`src/rtl/bcd_pkg.sv`:
```
// ---------------------------------------------------------------------------
// bcd_pkg -- shared types and constants for the binary/BCD conversion blocks.
//
// Contents:
//   bcd_digit_t      one packed BCD digit (4 bits)
//   BCD_ADD3_THRESH  digit value at or above which double dabble adds 3
//   BCD_ADD3_VAL     correction added to such a digit before the shift
//   BCD_MAX2         largest value representable in two BCD digits
//   bcd_min_digits() decimal digits needed to hold 2^mag_w - 1
// ---------------------------------------------------------------------------
package bcd_pkg;

  typedef logic [3:0] bcd_digit_t;

  localparam bcd_digit_t BCD_ADD3_THRESH = 4'd5;
  localparam bcd_digit_t BCD_ADD3_VAL    = 4'd3;
  localparam int         BCD_MAX2        = 99;

  // Smallest DIGITS such that 10^DIGITS > 2^mag_w - 1. Evaluated at
  // elaboration time to reject under-sized converters.
  function automatic int bcd_min_digits(input int mag_w);
    longint unsigned one;
    longint unsigned max_val;
    int              d;
    one     = 1;
    max_val = (one << mag_w) - one;
    d       = 1;
    while (max_val >= 10) begin
      max_val = max_val / 10;
      d++;
    end
    return d;
  endfunction

endpackage

```
`src/rtl/bcd_add3.sv`:
```
// ---------------------------------------------------------------------------
// bcd_add3 -- combinational double-dabble correction for one BCD digit.
// A digit of 5..9 gets +3 so that the following left shift carries into the
// next digit exactly when the doubled value reaches 10. Only digits 0..9 ever
// reach this block, so the 4-bit sum cannot overflow.
//
// Ports:
//   din   in   current digit of the BCD work register
//   dout  out  corrected digit, ready to be shifted
// ---------------------------------------------------------------------------
module bcd_add3
  import bcd_pkg::*;
(
  input  bcd_digit_t din,
  output bcd_digit_t dout
);

  assign dout = (din >= BCD_ADD3_THRESH) ? din + BCD_ADD3_VAL : din;

endmodule

```
`src/rtl/bin2bcd_seq.sv`:
```
// ---------------------------------------------------------------------------
// bin2bcd_seq -- sequential sign+magnitude binary to packed BCD converter.
// Shift-add-3 (double dabble), one magnitude bit per clock. A conversion is
// accepted in IDLE, runs MAG_W SHIFT cycles and is presented in DONE until
// the consumer takes it. The sign is carried through untouched, so negative
// zero survives.
//
// Build option: define BIN2BCD_CLAMP99_EN to clamp results above 99 to 0x99
// and raise out_ovf. Without it out_ovf is constant 0 and the full DIGITS
// wide result is produced. Handshake and latency are the same in both builds.
//
// Parameters:
//   MAG_W   magnitude width in bits (sign separate)
//   DIGITS  BCD output digits; must satisfy 10^DIGITS > 2^MAG_W - 1
//
// Ports:
//   clk        in   rising-edge clock
//   rst_n      in   asynchronous active-low reset
//   in_valid   in   in_sign/in_mag valid
//   in_ready   out  converter idle, can accept input
//   in_sign    in   sign, 1 = negative
//   in_mag     in   unsigned magnitude
//   out_valid  out  result valid, held until taken
//   out_ready  in   consumer accepts result
//   out_sign   out  registered sign
//   out_bcd    out  packed BCD, digit 0 in [3:0]
//   out_ovf    out  clamp flag
// ---------------------------------------------------------------------------
module bin2bcd_seq
  import bcd_pkg::*;
#(
  parameter int MAG_W  = 8,
  parameter int DIGITS = 3
) (
  input  logic                  clk,
  input  logic                  rst_n,
  input  logic                  in_valid,
  output logic                  in_ready,
  input  logic                  in_sign,
  input  logic [MAG_W-1:0]      in_mag,
  output logic                  out_valid,
  input  logic                  out_ready,
  output logic                  out_sign,
  output logic [4*DIGITS-1:0]   out_bcd,
  output logic                  out_ovf
);

  localparam int BCD_W = 4 * DIGITS;
  localparam int CNT_W = $clog2(MAG_W + 1);
  localparam logic [CNT_W-1:0] CNT_LAST = CNT_W'(MAG_W - 1);

  localparam logic [1:0] IDLE  = 2'd0;
  localparam logic [1:0] SHIFT = 2'd1;
  localparam logic [1:0] DONE  = 2'd2;

  if (DIGITS < bcd_min_digits(MAG_W)) begin : g_size_check
    $fatal(1, "bin2bcd_seq: DIGITS=%0d too small for MAG_W=%0d", DIGITS, MAG_W);
  end

  logic [1:0]       state;
  logic [CNT_W-1:0] cnt;
  logic [MAG_W-1:0] shift_reg;
  logic [BCD_W-1:0] bcd_work;
  logic             sign_work;

  logic [BCD_W-1:0] bcd_corr;
  logic [BCD_W-1:0] bcd_nxt;
  logic [MAG_W-1:0] sreg_nxt;
  logic [BCD_W-1:0] res_bcd;
  logic             res_ovf;

  for (genvar i = 0; i < DIGITS; i++) begin : g_digit
    bcd_add3 u_add3 (
      .din  (bcd_work[4*i +: 4]),
      .dout (bcd_corr[4*i +: 4])
    );
  end

  // Correct every digit, then shift {bcd, bin} left by one. The top bit of
  // the corrected BCD is always 0 for in-range inputs, so dropping it is safe.
  assign {bcd_nxt, sreg_nxt} = {bcd_corr[BCD_W-2:0], shift_reg, 1'b0};

`ifdef BIN2BCD_CLAMP99_EN
  localparam logic [BCD_W-1:0] CLAMP_BCD = BCD_W'(8'h99);

  // Range flag is taken from the original magnitude at accept time, since
  // the shift register no longer holds it by the end of the conversion.
  logic mag_gt99;

  assign res_bcd = mag_gt99 ? CLAMP_BCD : bcd_nxt;
  assign res_ovf = mag_gt99;
`else
  assign res_bcd = bcd_nxt;
  assign res_ovf = 1'b0;
`endif

  // NOTE: every register here uses <= so all state updates see the values
  // from before the edge, regardless of statement order.
  always_ff @(posedge clk or negedge rst_n) begin
    if (!rst_n) begin
      state     <= IDLE;
      cnt       <= '0;
      shift_reg <= '0;
      bcd_work  <= '0;
      sign_work <= 1'b0;
      out_sign  <= 1'b0;
      out_bcd   <= '0;
      out_ovf   <= 1'b0;
`ifdef BIN2BCD_CLAMP99_EN
      mag_gt99  <= 1'b0;
`endif
    end else begin
      case (state)
        IDLE: begin
          if (in_valid) begin
            shift_reg <= in_mag;
            bcd_work  <= '0;
            sign_work <= in_sign;
            cnt       <= '0;
`ifdef BIN2BCD_CLAMP99_EN
            mag_gt99  <= 32'(in_mag) > BCD_MAX2;
`endif
            state     <= SHIFT;
          end
        end
        SHIFT: begin
          shift_reg <= sreg_nxt;
          bcd_work  <= bcd_nxt;
          cnt       <= cnt + CNT_W'(1);
          // Last iteration: publish the freshly shifted value directly so the
          // result is visible MAG_W cycles after the accepting edge.
          if (cnt == CNT_LAST) begin
            out_bcd  <= res_bcd;
            out_sign <= sign_work;
            out_ovf  <= res_ovf;
            state    <= DONE;
          end
        end
        DONE: begin
          if (out_ready) state <= IDLE;
        end
        default: state <= IDLE;
      endcase
    end
  end

  assign in_ready  = (state == IDLE);
  assign out_valid = (state == DONE);

endmodule
```
`config.mk`:
```
export PLATFORM = sky130hd
export DESIGN_NAME = bin2bcd_seq
export DESIGN_NICKNAME = d
export VERILOG_FILES = /design/src/rtl/bcd_pkg.sv /design/src/rtl/bcd_add3.sv /design/src/rtl/bin2bcd_seq.sv
export SDC_FILE = /design/constraint.sdc
export NUM_CORES = 1
export LEC_CHECK = 0
export BUFFER_PORTS_ARGS = -buffer_cell sky130_fd_sc_hd__buf_2
export CAP_MARGIN = 40
export CELL_PAD_IN_SITES_DETAIL_PLACEMENT = 0
export CELL_PAD_IN_SITES_GLOBAL_PLACEMENT = 1
export CORE_AREA = 2 2 69 71
export CTS_BUF_LIST = sky130_fd_sc_hd__clkbuf_4 sky130_fd_sc_hd__clkbuf_8
export DETAILED_ROUTE_END_ITERATION = 10
export DIE_AREA = 0 0 71 73
export PLACE_DENSITY_LB_ADDON = 0.1
export SYNTH_ARGS = -nofsm -noshare
export SYNTH_HDL_FRONTEND = slang
export SYNTH_SLANG_ARGS = --single-unit
```
`constraint.sdc`:
```
create_clock -name clk -period 1.8 [get_ports clk]
set_input_delay 0.27 -clock clk [delete_from_list [all_inputs] [get_ports clk]]
set_output_delay 0.27 -clock clk [all_outputs]
set_load 0.005 [all_outputs]
```
==> flow_metrics.tcl <==
set metrics [dict create \
    status "complete, no violations" \
    cts.sinks 40 \
    vias 1408 \
    gp_congestion 0.745 \
    placed_area_sq_mm 0.00220 \
    portBuffers 27 \
    ys_ff_latch 40 \
    areaGrowthSynthToFinish_pct 18.4 \
    cp-startpoint "bcd_work[0]" \
    cp-end-kind "register" \
    route.detailed.wl_per_inst_um 14.2 \
    htreeDepth 2 \
    fin_nets 235 \
    max-vdd-ir-drop_v 0.000522 \
    final_util 0.515 \
    slew_headroom 0.549 \
    root_buffer "clkbuf_8" \
    viasPerCell 5.21 \
    async_reset_ff_frac 1.00 \
    avgSynthCellArea_sq_um 10.8 \
    clk_pin_slew_ns 0.08 \
    drt_first_pass_iters 2 \
    max_cap_violations 0 \
    final_cell_mix "40 x dfrtp_1, 27 x buf_2, 18 x a21oi_1" \
    p_leak_nw 1.11 \
    final-setup-viol-count 0 \
    grt_antenna_before_repair 0 \
    crit_required_ns 1.97 \
    synth-edff-count 0 \
    synth_nets 202 \
    worstMarginPinSlew_ns 0.675 \
    hold_start "in_sign" \
    comb_power_share 0.415 \
    final_common_cell "dfrtp_1" \
    postCtsHoldBufs 1 \
    grt_pass1_wl_um 6590 \
    dieWidth_um 71 \
    final_layout_size_suffix_gt1_frac 0.273 \
    antenna_cells 0 \
    finalMaxSlewViolations 0 \
    synth.top_cell.area_share 0.507 \
    clock_latency_ns 0.29 \
    period_minus_slack_ns 1.64 \
    synth_top_area_cell "dfrtp_1" \
    hpwl_um 2750 \
    cts_setup_buffers 0 \
    hold_viol 0 \
    r2r-start "bcd_work[0]" \
    worstRegToRegCells 5 \
    skew_ns 0.00864 \
    synthesis.area_sq_mm 0.00197 \
    die_height_um 73 \
    gr-usage-met2 0.283 \
    grt_pass1_vias 1400 \
    cts_tree "built" \
    cts_max_path_buffers 2 \
    switching_share 0.350 \
    grt_usage 0.165 \
    syn_inst 182 \
    ctsResizeCount 0 \
    fillCellCount 399 \
    grt_max_degree 24 \
    p_clk_frac 0.193 \
    fin_tns_setup_ns 0 \
    overflow 0 \
    synth_warnings 0 \
    synth_area_leaders "dfrtp_1 51%, a22o_1 5.3%, mux2_2 5.1%" \
    pwr-share-seq 0.392 \
    critPathArrivalTime_ns 1.81 \
    coreArea_sq_mm 0.00454 \
    pin_count 29 \
    max_clock_freq_mhz 611 \
    grt_use_met1 0.199 \
    ant_nets 0 \
    rows 25 \
    routed_wirelength_um 3820 \
    use_met3 0.0456 \
    synth_cell_types 30 \
    critPathLaunchType "register" \
    netSwitchingPower_mw 1.44 \
    r2r_slack_ns 0.16 \
    dieArea_sq_mm 0.00518 \
    yosysSeqAreaShare 0.507 \
    busiest_layer "met2" \
    drcViolationCount 0 \
    ys.flop_type "dfrtp_1" \
    start_util 0.435 \
    fin_crit_sh 0.910 \
    intPower_mw 2.68 \
    stdcell_area_sq_mm 0.00234 \
    rsz0062_at_grt "false" \
    hold_depth 2 \
    crit_type "register to register" \
    powerDensity_mw_per_mm2 1760 \
    cts-buffers-inserted 5 \
    min_path_type "input port to register" \
    first_iter_violations 40 \
    worstPathMaxFanout 5 \
]
path summary, 6_finish.rpt:
kind / endpoint
worst max-delay path: out_bcd[2]
worst min-delay path: sign_work
worst max register to register: out_bcd[2]
worst min register to register: bcd_work[11]
max in group asynchronous: out_bcd[2]
min in group asynchronous: bcd_work[4]
final cells by class:
cell class	instances	area, sq um	area share
Sequential cell	40	1000	0.428
Multi-Input combinational cell	125	882	0.377
Timing Repair Buffer	36	234	0.100
Clock buffer	7	96.3	0.0412
Tap cell	54	67.6	0.0289
Clock inverter	1	30.0	0.0128
Inverter	7	26.3	0.0112
synth_stat cells (3+ instances only):
cell / number
a22oi_1: 7
nand2b_1: 4
nor2_1: 7
mux2i_1: 4
o21ai_0: 16
a21oi_1: 18
buf_2: 4
nand2_1: 10
ha_1: 7
nor2b_1: 12
dfrtp_1: 40
inv_1: 7
xnor2_1: 3
nor3b_1: 3
a22o_1: 12
mux2_2: 9
routing by layer:
metal,vias to the layer above,part of all wire
met3,5,0.035
met4,0,0.012
met1,680,0.47
li1,700,-
met2,23,0.48
met5,-,0
power by group through the flow:
stage	Sequential, mW	Clock, mW	Combinational, mW
detailed placement	1.63	0	1.74
global placement	1.61	0	1.65
CTS	1.62	0.825	1.76
finish	1.61	0.796	1.71
floorplan	1.58	0	1.25
global route	1.68	0.858	1.94
cell families after synthesis:
logic type | synth area share
buffers and inverters | 0.0463
adder cells (fa/ha/maj) | 0.0444
multiplexers | 0.0716
other | 0.00190
AO/OA/AOI/OAI | 0.189
flip-flops | 0.507
AND/OR/NAND/NOR | 0.127
XOR/XNOR | 0.0133
through the flow:
step	setup slack (ns)	total power [mW]	hold WS [ns]	instances
finish	0.162	4.12	0.227	270
global route	0.0329	4.47	0.212	270
CTS	0.149	4.20	0.216	270
detailed placement	0.179	3.37	0.248	261
global placement	0.166	3.26	0.238	260
floorplan	0.325	2.82	-0.0256	182
critical path, stage by stage, from the launching register on:
cell	delay, ns
dfrtp_1	0.45
ha_1	0.22
nand2b_1	0.14
a21oi_1	0.27
mux2i_1	0.15
mux2_2	0.28
Power figures use the tool's default switching activity.
